--- src/rtl/fb_pkg.sv ---
// Shared definitions for the frame-buffer blit controller.
// Frame geometry (208 x 84 five-bit palette indices, linear address y*FB_W+x),
// sprite ROM geometry, command opcode, FSM state encoding and the latched
// command record.
package fb_pkg;
    localparam int FB_W       = 208;
    localparam int FB_H       = 84;
    localparam int FB_AW      = 15;
    localparam int FB_WORDS   = FB_W * FB_H;
    localparam int ROM_AW     = 13;
    localparam int SRC_STRIDE = 64;

    typedef enum logic {
        FB_CLEAR = 1'b0,
        FB_BLIT  = 1'b1
    } fb_op_e;

    typedef enum logic [2:0] {
        ST_IDLE,
        ST_CLEAR,
        ST_BLIT,
        ST_DRAIN,
        ST_DONE
    } blit_state_e;

    typedef struct packed {
        fb_op_e              op;
        logic [7:0]          x;
        logic [6:0]          y;
        logic [5:0]          w;
        logic [5:0]          h;
        logic [ROM_AW-1:0]   src_base;
        logic [4:0]          color;
    } fb_cmd_t;
endpackage

--- src/rtl/fb_addr_gen.sv ---
// Pixel address generator for the blit controller.
// Walks a w_lim x h_lim rectangle in row-major order (column i, row j), one
// pixel per 'step'. Produces the sprite ROM read address for the current
// pixel, the unclipped destination address (combinational, used by CLEAR),
// and a one-stage registered copy of destination address, clip flag and
// valid that lines up with the ROM's one-cycle read latency.
// Ports:
//   Clk, Reset         clock, synchronous active-high reset
//   start              zero the counters (command accepted)
//   step               advance to the next pixel
//   pipe_en            the stepped pixel is a ROM-sourced pixel (BLIT)
//   x, y               destination of the rectangle's top-left corner
//   w_lim, h_lim       rectangle size
//   src_base           ROM address of the source top-left
//   rom_addr           ROM read address of the current pixel
//   last               current pixel is the bottom-right one
//   dest_p0            destination address of the current pixel
//   dest_p1/clip_p1/vld_p1  registered destination, clip and valid
module fb_addr_gen
    import fb_pkg::*;
(
    input  logic              Clk,
    input  logic              Reset,
    input  logic              start,
    input  logic              step,
    input  logic              pipe_en,
    input  logic [7:0]        x,
    input  logic [6:0]        y,
    input  logic [7:0]        w_lim,
    input  logic [6:0]        h_lim,
    input  logic [ROM_AW-1:0] src_base,
    output logic [ROM_AW-1:0] rom_addr,
    output logic              last,
    output logic [FB_AW-1:0]  dest_p0,
    output logic [FB_AW-1:0]  dest_p1,
    output logic              clip_p1,
    output logic              vld_p1
);
    logic [7:0] i;
    logic [6:0] j;
    logic [8:0] dx;
    logic [7:0] dy;
    logic       clip_p0;

    // One extra bit on each coordinate sum so a sprite hanging past the
    // right/bottom edge is detected instead of wrapping back on screen.
    assign dx      = {1'b0, x} + {1'b0, i};
    assign dy      = {1'b0, y} + {1'b0, j};
    assign clip_p0 = (dx >= 9'(FB_W)) || (dy >= 8'(FB_H));
    assign dest_p0 = clip_p0 ? '0 : (FB_AW'(dy) * FB_AW'(FB_W)) + FB_AW'(dx);

    // Sprite sheet address wraps modulo the ROM size.
    assign rom_addr = src_base + ROM_AW'(j) * ROM_AW'(SRC_STRIDE) + ROM_AW'(i);
    assign last     = (i == w_lim - 8'd1) && (j == h_lim - 7'd1);

    always_ff @(posedge Clk) begin
        if (Reset) begin
            i      <= '0;
            j      <= '0;
            vld_p1 <= 1'b0;
        end else begin
            vld_p1 <= step && pipe_en;
            if (start) begin
                i <= '0;
                j <= '0;
            end else if (step) begin
                if (i == w_lim - 8'd1) begin
                    i <= '0;
                    j <= j + 7'd1;
                end else begin
                    i <= i + 8'd1;
                end
            end
        end
    end

    // p0 -> p1: destination travels alongside the outstanding ROM read
    always_ff @(posedge Clk) begin
        dest_p1 <= dest_p0;
        clip_p1 <= clip_p0;
    end
endmodule

--- src/rtl/fb_blit_controller.sv ---
// Frame-buffer write sequencer.
// Accepts CLEAR (fill the whole frame with one index) or BLIT (copy a WxH
// sprite from ROM, index 0 transparent, off-screen pixels clipped) commands
// over a valid/ready handshake and drives the frame buffer write port at one
// pixel per cycle.
// Ports:
//   Clk, Reset            clock, synchronous active-high reset
//   cmd_valid/cmd_ready   command handshake; ready only while idle
//   cmd_op                0=CLEAR, 1=BLIT
//   cmd_x, cmd_y          destination top-left
//   cmd_w, cmd_h          blit size (0 means no pixels)
//   cmd_src_base          ROM address of sprite top-left
//   cmd_color             CLEAR fill index
//   rom_addr, rom_data    sprite ROM read port (1-cycle latency)
//   fb_we, fb_write_address, fb_data_In   frame buffer write port
//   busy                  command in progress
//   done                  one-cycle pulse after the last write
module fb_blit_controller
    import fb_pkg::*;
(
    input  logic              Clk,
    input  logic              Reset,
    input  logic              cmd_valid,
    output logic              cmd_ready,
    input  logic              cmd_op,
    input  logic [7:0]        cmd_x,
    input  logic [6:0]        cmd_y,
    input  logic [5:0]        cmd_w,
    input  logic [5:0]        cmd_h,
    input  logic [ROM_AW-1:0] cmd_src_base,
    input  logic [4:0]        cmd_color,
    output logic [ROM_AW-1:0] rom_addr,
    input  logic [4:0]        rom_data,
    output logic              fb_we,
    output logic [FB_AW-1:0]  fb_write_address,
    output logic [4:0]        fb_data_In,
    output logic              busy,
    output logic              done
);
    blit_state_e      state;
    fb_cmd_t          cmd_q;
    logic             accept;
    logic             is_clear;
    logic             empty;
    logic             step;
    logic             pipe_en;
    logic             last;
    logic [7:0]       w_lim;
    logic [6:0]       h_lim;
    logic [7:0]       x_org;
    logic [6:0]       y_org;
    logic [FB_AW-1:0] dest_p0;
    logic [FB_AW-1:0] dest_p1;
    logic             clip_p1;
    logic             vld_p1;

    assign accept   = cmd_valid && cmd_ready;
    assign is_clear = (cmd_q.op == FB_CLEAR);
    assign empty    = (cmd_q.w == 6'd0) || (cmd_q.h == 6'd0);

    // CLEAR reuses the rectangle walker as a full-screen rectangle at (0,0),
    // which yields the linear addresses 0..FB_WORDS-1 in order.
    assign w_lim = is_clear ? 8'(FB_W) : {2'b00, cmd_q.w};
    assign h_lim = is_clear ? 7'(FB_H) : {1'b0, cmd_q.h};
    assign x_org = is_clear ? 8'd0 : cmd_q.x;
    assign y_org = is_clear ? 7'd0 : cmd_q.y;

    assign step    = (state == ST_CLEAR) || ((state == ST_BLIT) && !empty);
    assign pipe_en = (state == ST_BLIT);

    fb_addr_gen u_addr_gen (
        .Clk      (Clk),
        .Reset    (Reset),
        .start    (accept),
        .step     (step),
        .pipe_en  (pipe_en),
        .x        (x_org),
        .y        (y_org),
        .w_lim    (w_lim),
        .h_lim    (h_lim),
        .src_base (cmd_q.src_base),
        .rom_addr (rom_addr),
        .last     (last),
        .dest_p0  (dest_p0),
        .dest_p1  (dest_p1),
        .clip_p1  (clip_p1),
        .vld_p1   (vld_p1)
    );

    always_ff @(posedge Clk) begin
        if (Reset) begin
            state            <= ST_IDLE;
            cmd_q            <= '0;
            cmd_ready        <= 1'b1;
            busy             <= 1'b0;
            done             <= 1'b0;
            fb_we            <= 1'b0;
            fb_write_address <= '0;
            fb_data_In       <= '0;
        end else begin
            done  <= 1'b0;
            fb_we <= 1'b0;

            // p1 -> write stage: ROM data has arrived for the pixel in p1
            if ((state == ST_BLIT) || (state == ST_DRAIN)) begin
                fb_we            <= vld_p1 && (rom_data != 5'd0) && !clip_p1;
                fb_write_address <= dest_p1;
                fb_data_In       <= rom_data;
            end

            case (state)
                ST_IDLE: begin
                    // Ready returns one cycle after the done pulse.
                    cmd_ready <= 1'b1;
                    busy      <= 1'b0;
                    if (accept) begin
                        cmd_q <= '{op: fb_op_e'(cmd_op), x: cmd_x, y: cmd_y,
                                   w: cmd_w, h: cmd_h, src_base: cmd_src_base,
                                   color: cmd_color};
                        cmd_ready <= 1'b0;
                        busy      <= 1'b1;
                        state     <= cmd_op ? ST_BLIT : ST_CLEAR;
                    end
                end
                ST_CLEAR: begin
                    fb_we            <= 1'b1;
                    fb_write_address <= dest_p0;
                    fb_data_In       <= cmd_q.color;
                    if (last) state <= ST_DONE;
                end
                ST_BLIT: begin
                    if (empty)     state <= ST_DONE;
                    else if (last) state <= ST_DRAIN;
                end
                ST_DRAIN: state <= ST_DONE;
                ST_DONE: begin
                    done  <= 1'b1;
                    state <= ST_IDLE;
                end
                default: state <= ST_IDLE;
            endcase
        end
    end
endmodule

--- config.mk ---
export PLATFORM = sky130hd
export DESIGN_NAME = fb_blit_controller
export DESIGN_NICKNAME = d
export VERILOG_FILES = /design/src/rtl/fb_pkg.sv /design/src/rtl/fb_addr_gen.sv /design/src/rtl/fb_blit_controller.sv
export SDC_FILE = /design/constraint.sdc
export NUM_CORES = 1
export LEC_CHECK = 0
export ABC_AREA = 1
export CORE_AREA = 3 3 120 122
export DETAILED_ROUTE_END_ITERATION = 8
export DIE_AREA = 0 0 123 125
export PLACE_DENSITY = 0.78
export SLEW_MARGIN = 10
export SYNTH_ARGS = -nofsm -noshare
export SYNTH_HDL_FRONTEND = slang
export SYNTH_HIERARCHICAL = 1
export SYNTH_SLANG_ARGS = --single-unit
--- constraint.sdc ---
create_clock -name Clk -period 9.1 [get_ports Clk]
set_input_delay 2.73 -clock Clk [delete_from_list [all_inputs] [get_ports Clk]]
set_output_delay 2.73 -clock Clk [all_outputs]
set_load 0.01 [all_outputs]
Word-level counts from Yosys, hierarchy flattened. Index checks and enable logic that the tools add are counted.

Logic and storage cells: 82. Register bits: 105.

$add $sub $neg: 9. Multiply operators: 1. Reduce and logical (&&, ||, !) cells: 21. $lt $le $gt $ge: 2. Multiplexer cells: 21. Equal/unequal tests: 9.

Operators with widths (count): 15-bit 2-to-1 mux (3); 8-bit 2-to-1 mux (3); 15-bit by 9-bit adder with 15-bit output (1); 7-bit 2-to-1 mux (2); 13-bit adder (1); 13-bit by 8-bit adder with 13-bit output (1); 6-bit zero test (2); 3-bit 2-to-1 mux (4); 3-bit case mux with 4 select lines (1); 8-bit by 4-bit multiplier with 11-bit output, second input constant (1); 5-bit 2-to-1 mux (2); 8-bit by 8-bit adder with 9-bit output (1); 9-bit by 8-bit >= comparator with 1-bit output, second input constant (1); 7-bit by 7-bit adder with 8-bit output (1); 8-bit by 1-bit adder with 8-bit output, second input constant (1); 8-bit == test (1); 8-bit by 7-bit >= comparator with 1-bit output, second input constant (1); 8-bit by 1-bit subtractor with 8-bit output, second input constant (1); 7-bit by 1-bit adder with 7-bit output, second input constant (1); 7-bit == test (1); 7-bit by 1-bit subtractor with 7-bit output, second input constant (1); 3-bit by 2-bit == test with 1-bit output, second input constant (2); 1-bit logical AND (6); 1-bit 2-to-1 mux (5); 13 further kinds (19).

Logic depth before layout (Yosys ltp). Gate-level depths: netlist of run 1.

Depth in word-level cells: 7. Gate-level depth with buffers: 31.

Modules after synthesis. The synthesis of run 1 kept the hierarchy.

By module, submodules not included: fb_addr_gen (times used 1, cells an instance 589, area an instance 4090.2 um2, seq. area each 640.6 um2); fb_blit_controller (times used 1, cells an instance 448, area an instance 3210.6 um2, seq. area each 1461.4 um2).

Worst setup path after synthesis of run 1. OpenSTA, ideal clock, no wires.

Path kind: reg-to-output. From: register u_addr_gen.j[1]. To: output rom_addr[10]. Buffers on the path: 0. Slack: 4.337 ns. Arrival time: 2.033 ns. Stages on the path, launching flop included: 9. Cells stage by stage: dfxtp_1 fa_1 ha_1 a21oi_1 o21ai_0 a21oi_1 nor2_1 nor2_1 xnor2_1.

Word-level cells in the longest chain between the ends: 2.

RTL lines: from (decl) (line fb_addr_gen.sv:40) `logic [6:0] j;`; from (signal assigned) (line fb_addr_gen.sv:69) `j <= j + 7'd1;`; 13-bit adder (line fb_addr_gen.sv:53) `assign rom_addr = src_base + ROM_AW'(j) * ROM_AW'(SRC_STRIDE) + ROM_AW'(i);`; 13-bit by 8-bit adder with 13-bit output (line fb_addr_gen.sv:53); to (decl) (line fb_blit_controller.sv:32) `output logic [ROM_AW-1:0] rom_addr,`.

Every way passes these cells.

Final worst setup path of run 1. Same ends and word-level chain as after synthesis.

==> out/qor.yml, run 1 <==
outcome: "finished, final reports clean"
core_area_um2: 13300
required_ns: 6.37
startpoint_type: "flop"
max_slew.worst_pin.slew_ns: 1.02
power_frac_seq_pct: 36.1
maxSlewViolCount: 0
initial_utilization_pct: 54.9
setup_viol: 0
clk_pin_slew_worst_paths_ns: 0.07
grt_usage_pct: 23.0
finalWorstSetupSlack_ns: 3.23
syn_avg_cell_area_um2: 7.04
first_pass_iters: 5
slew_headroom_pct: 32.1
area_delta_synth_final_pct: 16.7
syn_nets: 1170
overflow: 0
crit_path_end_kind: "output port"
async_flop_share_pct: 0
drtIter0Drc: 532
antenna_found_initial: 0
numCtsBuffers: 9
post_cts_resized: 0
ioPinCount: 91
dp_cells: 1270
internal_power_uw: 1040
die_w_um: 123
drt-wirelength-per-cell_um: 13.2
diodes: 0
syn-cell-area_um2: 7300
worst_clock_skew_ns: 0.00496
stdcell_count: 1285
hold_violations: 0
synth_edf_count: 0
final_nets: 1238
cts_buffer_depth: 2
pwr_density_cell_nw_per_um2: 205
io_buffers: 90
die_area_um2: 15400
dp_slack_ns: 3.61
ys_warn_count: 6
worst-setup-path-type: "flop to output port"
setup-tns-final_ns: 0
clk_latency_ns: 0.35
sw_frac_of_total_pct: 40.4
ff2ff_setup_slack_ns: 4.01
peakVddDrop_v: 0.000121
cts_hold_buf: 0
cts_setup_buffers: 0
synth_cells: 1037
grt_pass1_wl_mm: 29.0
drcViolationCount: 0
period_share_pct: 64.5
finalCriticalPeriod_ns: 5.87
hold_class: "flop to flop"
fmax_mhz: 170
hold_ws_ns: 0.453
clock_sinks: 105
place_hpwl_mm: 12.7
grt_pass1_vias: 6372
arrival_ns: 3.14
cts_root_buf: "clkbuf_16"
rsz0062_at_grt: "false"
pwr-share-clk_pct: 20.9
htree_levels: 3
synth-main-ff-cell: "dfxtp_1"
dieHeight_um: 125
wirelength_mm: 17.0
antenna_left: 0
finalPower_uw: 1750
drive_above_1_share_pct: 5.05
ys_ff_latch: 105
grt_max_degree: 53
p_sw_uw: 706
drt-vias-per-instance: 5.18
cts_tree: "done"
combPwrFrac_pct: 43.0
drv_cap: 0
power.static_leakage_uw: 0.00426
dr_total_vias: 6657
gp_congestion: 0.935
ys_types: 46
fillers: 1193
rows: 42
synth-seq-area-share_pct: 28.8
cp_max_fo: 8
[logic make-up after synthesis]
group	synth area share (%)
AOI/OAI and AO/OA	10.1
xor gates and xnor gates	6.00
adders and majority gates	14.7
buffers and inverters	10.7
DFF	28.8
and+or+nand+nor	29.7
[state kept, by name, summed over array words and instances (netlist names)]
| name | flops |
|---|---|
| busy | 1 |
| cmd_q | 46 |
| cmd_ready | 1 |
| done | 1 |
| fb_data_In | 5 |
| fb_we | 1 |
| fb_write_address | 15 |
| state | 3 |
| u_addr_gen/clip_p1 | 1 |
| u_addr_gen/dest_p1 | 15 |
| u_addr_gen/i | 8 |
| u_addr_gen/j | 7 |
| u_addr_gen/vld_p1 | 1 |
[worst max-delay path: stages (launching register included)]
cell and delay (ns):
dfxtp_1 0.54, fa_1 0.49, ha_1 0.37, a21oi_1 0.16, o21ai_0 0.13, a21oi_1 0.22, nor2_1 0.07, nor2_1 0.13
xnor2_1 0.13, clkdlybuf4s50_1 0.56
[per-stage QoR]
stage               area [um^2]  utilization [%]
global placement           8250             62.1
finish                     8520             64.1
CTS                        8520             64.1
floorplan                  7300                -
detailed placement         8250             62.1
global route               8520             64.1
[layout by cell type, fill, tap and decap left out, types with 2 or more instances in the layout]
cell             instances
a21o_1                   3
a21oi_1                 79
a31oi_1                  3
buf_4                    2
clkbuf_16                9
clkdlybuf4s50_1         89
clkinv_1                 2
clkinvlp_4               2
dfxtp_1                105
fa_1                    11
ha_1                    68
inv_1                  152
inv_2                    4
nand2_1                258
nand2_2                  4
nand3_1                111
nand3_2                  4
nand3_4                  2
nand3b_1                 3
nand4_1                 16
nor2_1                  53
nor2_2                  14
nor3_1                   7
nor3_2                   2
o2111ai_1                2
o211ai_1                22
o21a_1                   2
o21ai_0                 10
or2_2                    2
xnor2_1                 20
xor2_1                  30
[final cells by class]
| class | count | area [um^2] | area share, % |
|---|---|---|---|
| multi-input cells | 738 | 4420 | 51.8 |
| repair buffers | 92 | 911 | 10.7 |
| flip-flops and latches | 105 | 2100 | 24.7 |
| clock inverters | 4 | 28.8 | 0.338 |
| inverters | 159 | 599 | 7.03 |
| clock buffers | 11 | 243 | 2.85 |
| well taps | 176 | 220 | 2.58 |
[routing by layer]
metal  track usage (%)  vias to the layer above  part of all wire [%]
li1                  -                     3476                     -
met1              31.8                     2982                    48
met2              36.7                      177                    45
met3              4.47                       22                   4.9
met4              6.12                        0                   1.5
met5                 0                        -                     0
[cell usage after synthesis, drive strengths merged, types with 16 or more instances]
master,number,area [um^2]
dfxtp,105,2100
nand3,117,631
a21oi,80,404
nand4,16,100
xnor2,20,175
nand2,263,1000
o211ai,22,165
inv,157,592
buf,23,135
xor2,30,263
ha,68,851
nor2,69,318
[power by group through the flow]
stage / clock network [uW] / logic [uW] / registers (uW)
6_report: 364 / 752 / 631
5_1_grt: 392 / 845 / 643
4_1_cts: 372 / 755 / 630
3_5_place_dp: 0 / 749 / 639
3_3_place_gp: 0 / 734 / 638
2_1_floorplan: 0 / 541 / 627
[path summary, 6_finish.rpt]
path                                start  depth (start not counted)                           endpoint
min                 cmd_q[4]$_SDFFE_PP0P_                          2              cmd_q[4]$_SDFFE_PP0P_
max reg2reg        cmd_q[45]$_SDFFE_PP0P_                         26  fb_write_address[13]$_SDFFE_PP0P_
max          u_addr_gen/j[1]$_SDFFE_PP0P_                          9                       rom_addr[10]
min reg2reg         cmd_q[4]$_SDFFE_PP0P_                          2              cmd_q[4]$_SDFFE_PP0P_
No activity file was read; power rests on OpenSTA's default activity.
==> run 2: changes to the inputs <==
==> constraint.sdc (replaced) <==
create_clock -name Clk -period 5.7 [get_ports Clk]
set_input_delay 1.71 -clock Clk [delete_from_list [all_inputs] [get_ports Clk]]
set_output_delay 1.71 -clock Clk [all_outputs]
set_load 0.01 [all_outputs]
==> run 2 against run 1 <==
Compared with the run above: cell count increased by 0.23%; register-to-register slack got worse by 2.9 ns; largest cell class unchanged; power increased by 59%.
==> out/qor.yml, run 2 (synthesized netlist as in run 1, its figures left out) <==
crit_chain: "fa_1 > ha_1 > a21oi_1 > o21ai_0 > a21oi_1 > nor2_1 > nor2_1 > xnor2_1 > clkdlybuf4s50_1"
cp_max_fo: 8
grt_usage_pct: 22.3
io_buffers: 90
initial_utilization_pct: 54.9
finalCriticalPeriod_ns: 4.81
layout_commonest_cell: "nand2_1"
fillers: 1177
critPathMaxStageDelay_ns: 0.56
hold_class: "flop to flop"
period_share_pct: 84.4
p_sw_uw: 1120
hold_path_depth: 2
cts_hold_buf: 0
clk_pin_slew_worst_paths_ns: 0.07
die_w_um: 123
htree_levels: 3
wirelength_mm: 16.8
pwr_density_cell_nw_per_um2: 325
die_area_um2: 15400
finalPower_uw: 2770
dieHeight_um: 125
cts_root_buf: "clkbuf_16"
max_slew.worst_pin.slew_ns: 0.949
r2r_cells: 27
sw_frac_of_total_pct: 40.3
power_frac_seq_pct: 35.7
seqCellArea_um2: 2100
drt-wirelength-per-cell_um: 13.0
maxSlewViolCount: 0
slew_headroom_pct: 36.7
dr_total_vias: 6672
grt_pass1_vias: 6073
hold_violations: 0
startpoint_type: "flop"
area_delta_synth_final_pct: 16.9
setup_viol: 0
fmax_mhz: 208
drcViolationCount: 0
top_register: "cmd_q"
post_cts_resized: 0
grt_max_degree: 53
outcome: "finished, final reports clean"
overflow: 0
drtIter0Drc: 374
rows: 42
multi_input_area_um2: 4420
internal_power_uw: 1660
setup-tns-final_ns: 0
cts_buffer_depth: 2
clock_sinks: 105
combPwrFrac_pct: 43.7
worst_clock_skew_ns: 0.00579
largest_reg_flops: 46
grt_pass1_wl_mm: 28.3
crit_path_end_kind: "output port"
final_nets: 1240
antenna_found_initial: 0
place_hpwl_mm: 12.5
gp_congestion: 0.952
top_regs: "cmd_q x46, fb_write_address x15, u_addr_gen/dest_p1 x15"
antenna_left: 0
slowest_stage: "clkdlybuf4s50_1"
peakVddDrop_v: 0.000195
power.static_leakage_uw: 0.00427
diodes: 0
clk_latency_ns: 0.35
drt-vias-per-instance: 5.18
pwr-share-clk_pct: 20.5
core_area_um2: 13300
arrival_ns: 3.10
cts_setup_buffers: 0
drv_cap: 0
hold_ws_ns: 0.461
cts_tree: "done"
worst-setup-path-type: "flop to output port"
ioPinCount: 91
most-common-layout-cells: "nand2_1, inv_1, nand3_1"
drive_above_1_share_pct: 5.13
numCtsBuffers: 9
first_pass_iters: 5
rsz0062_at_grt: "false"
required_ns: 3.99
==> run 2: metrics by stage <==
stage / worst slack [ns] / instances / utilization, % / cell area (um^2)
finish: 0.891 / 1288 / 64.2 / 8530
global route: 0.618 / 1288 / 64.2 / 8530
CTS: 0.879 / 1288 / 64.2 / 8530
detailed placement: 1.11 / 1272 / 62.2 / 8270
global placement: 1.26 / 1272 / 62.2 / 8270
floorplan: 1.21 / 1037 / - / 7300
==> run 2: worst paths after layout <==
kind,end,startpoint,slack (ns)
min,busy$_SDFFE_PP0P_,busy$_SDFFE_PP0P_,0.46
max,rom_addr[10],u_addr_gen/j[1]$_SDFFE_PP0P_,0.89
min reg2reg,busy$_SDFFE_PP0P_,busy$_SDFFE_PP0P_,0.46
max reg2reg,fb_write_address[13]$_SDFFE_PP0P_,cmd_q[45]$_SDFFE_PP0P_,1.07
==> run 2: layout make-up <==
cell class                 count  area share [%]
clock inverter                 4           0.352
inverter                     159            7.02
multi-input combinational    738            51.8
sequential                   105            24.6
clock buffer                  12            2.77
tap                          176            2.58
timing repair buffer          94            10.9
==> run 2: per-layer routing <==
metal | up-vias | track usage [%] | part of all wire [%]
li1 | 3486 | - | -
met1 | 2999 | 32.4 | 50
met2 | 168 | 34.1 | 44
met3 | 19 | 4.29 | 4.7
met4 | 0 | 5.80 | 1.4
met5 | - | 0 | 0
==> run 2: critical path, delay by kind of cell (launching register included) <==
family,cells,cell delay [ns]
xor+xnor,1,0.13
simple gates,2,0.18
compound gates,3,0.49
flops,1,0.55
buf+inv,1,0.56
fa+ha+maj,2,0.85
==> run 2: power groups by stage <==
stage	combinational (uW)	sequential (uW)	clock [uW]
finish	1210	991	569
global route	1370	1010	608
CTS	1220	990	581
detailed placement	1210	1000	0
global placement	1190	1000	0
floorplan	864	1000	0
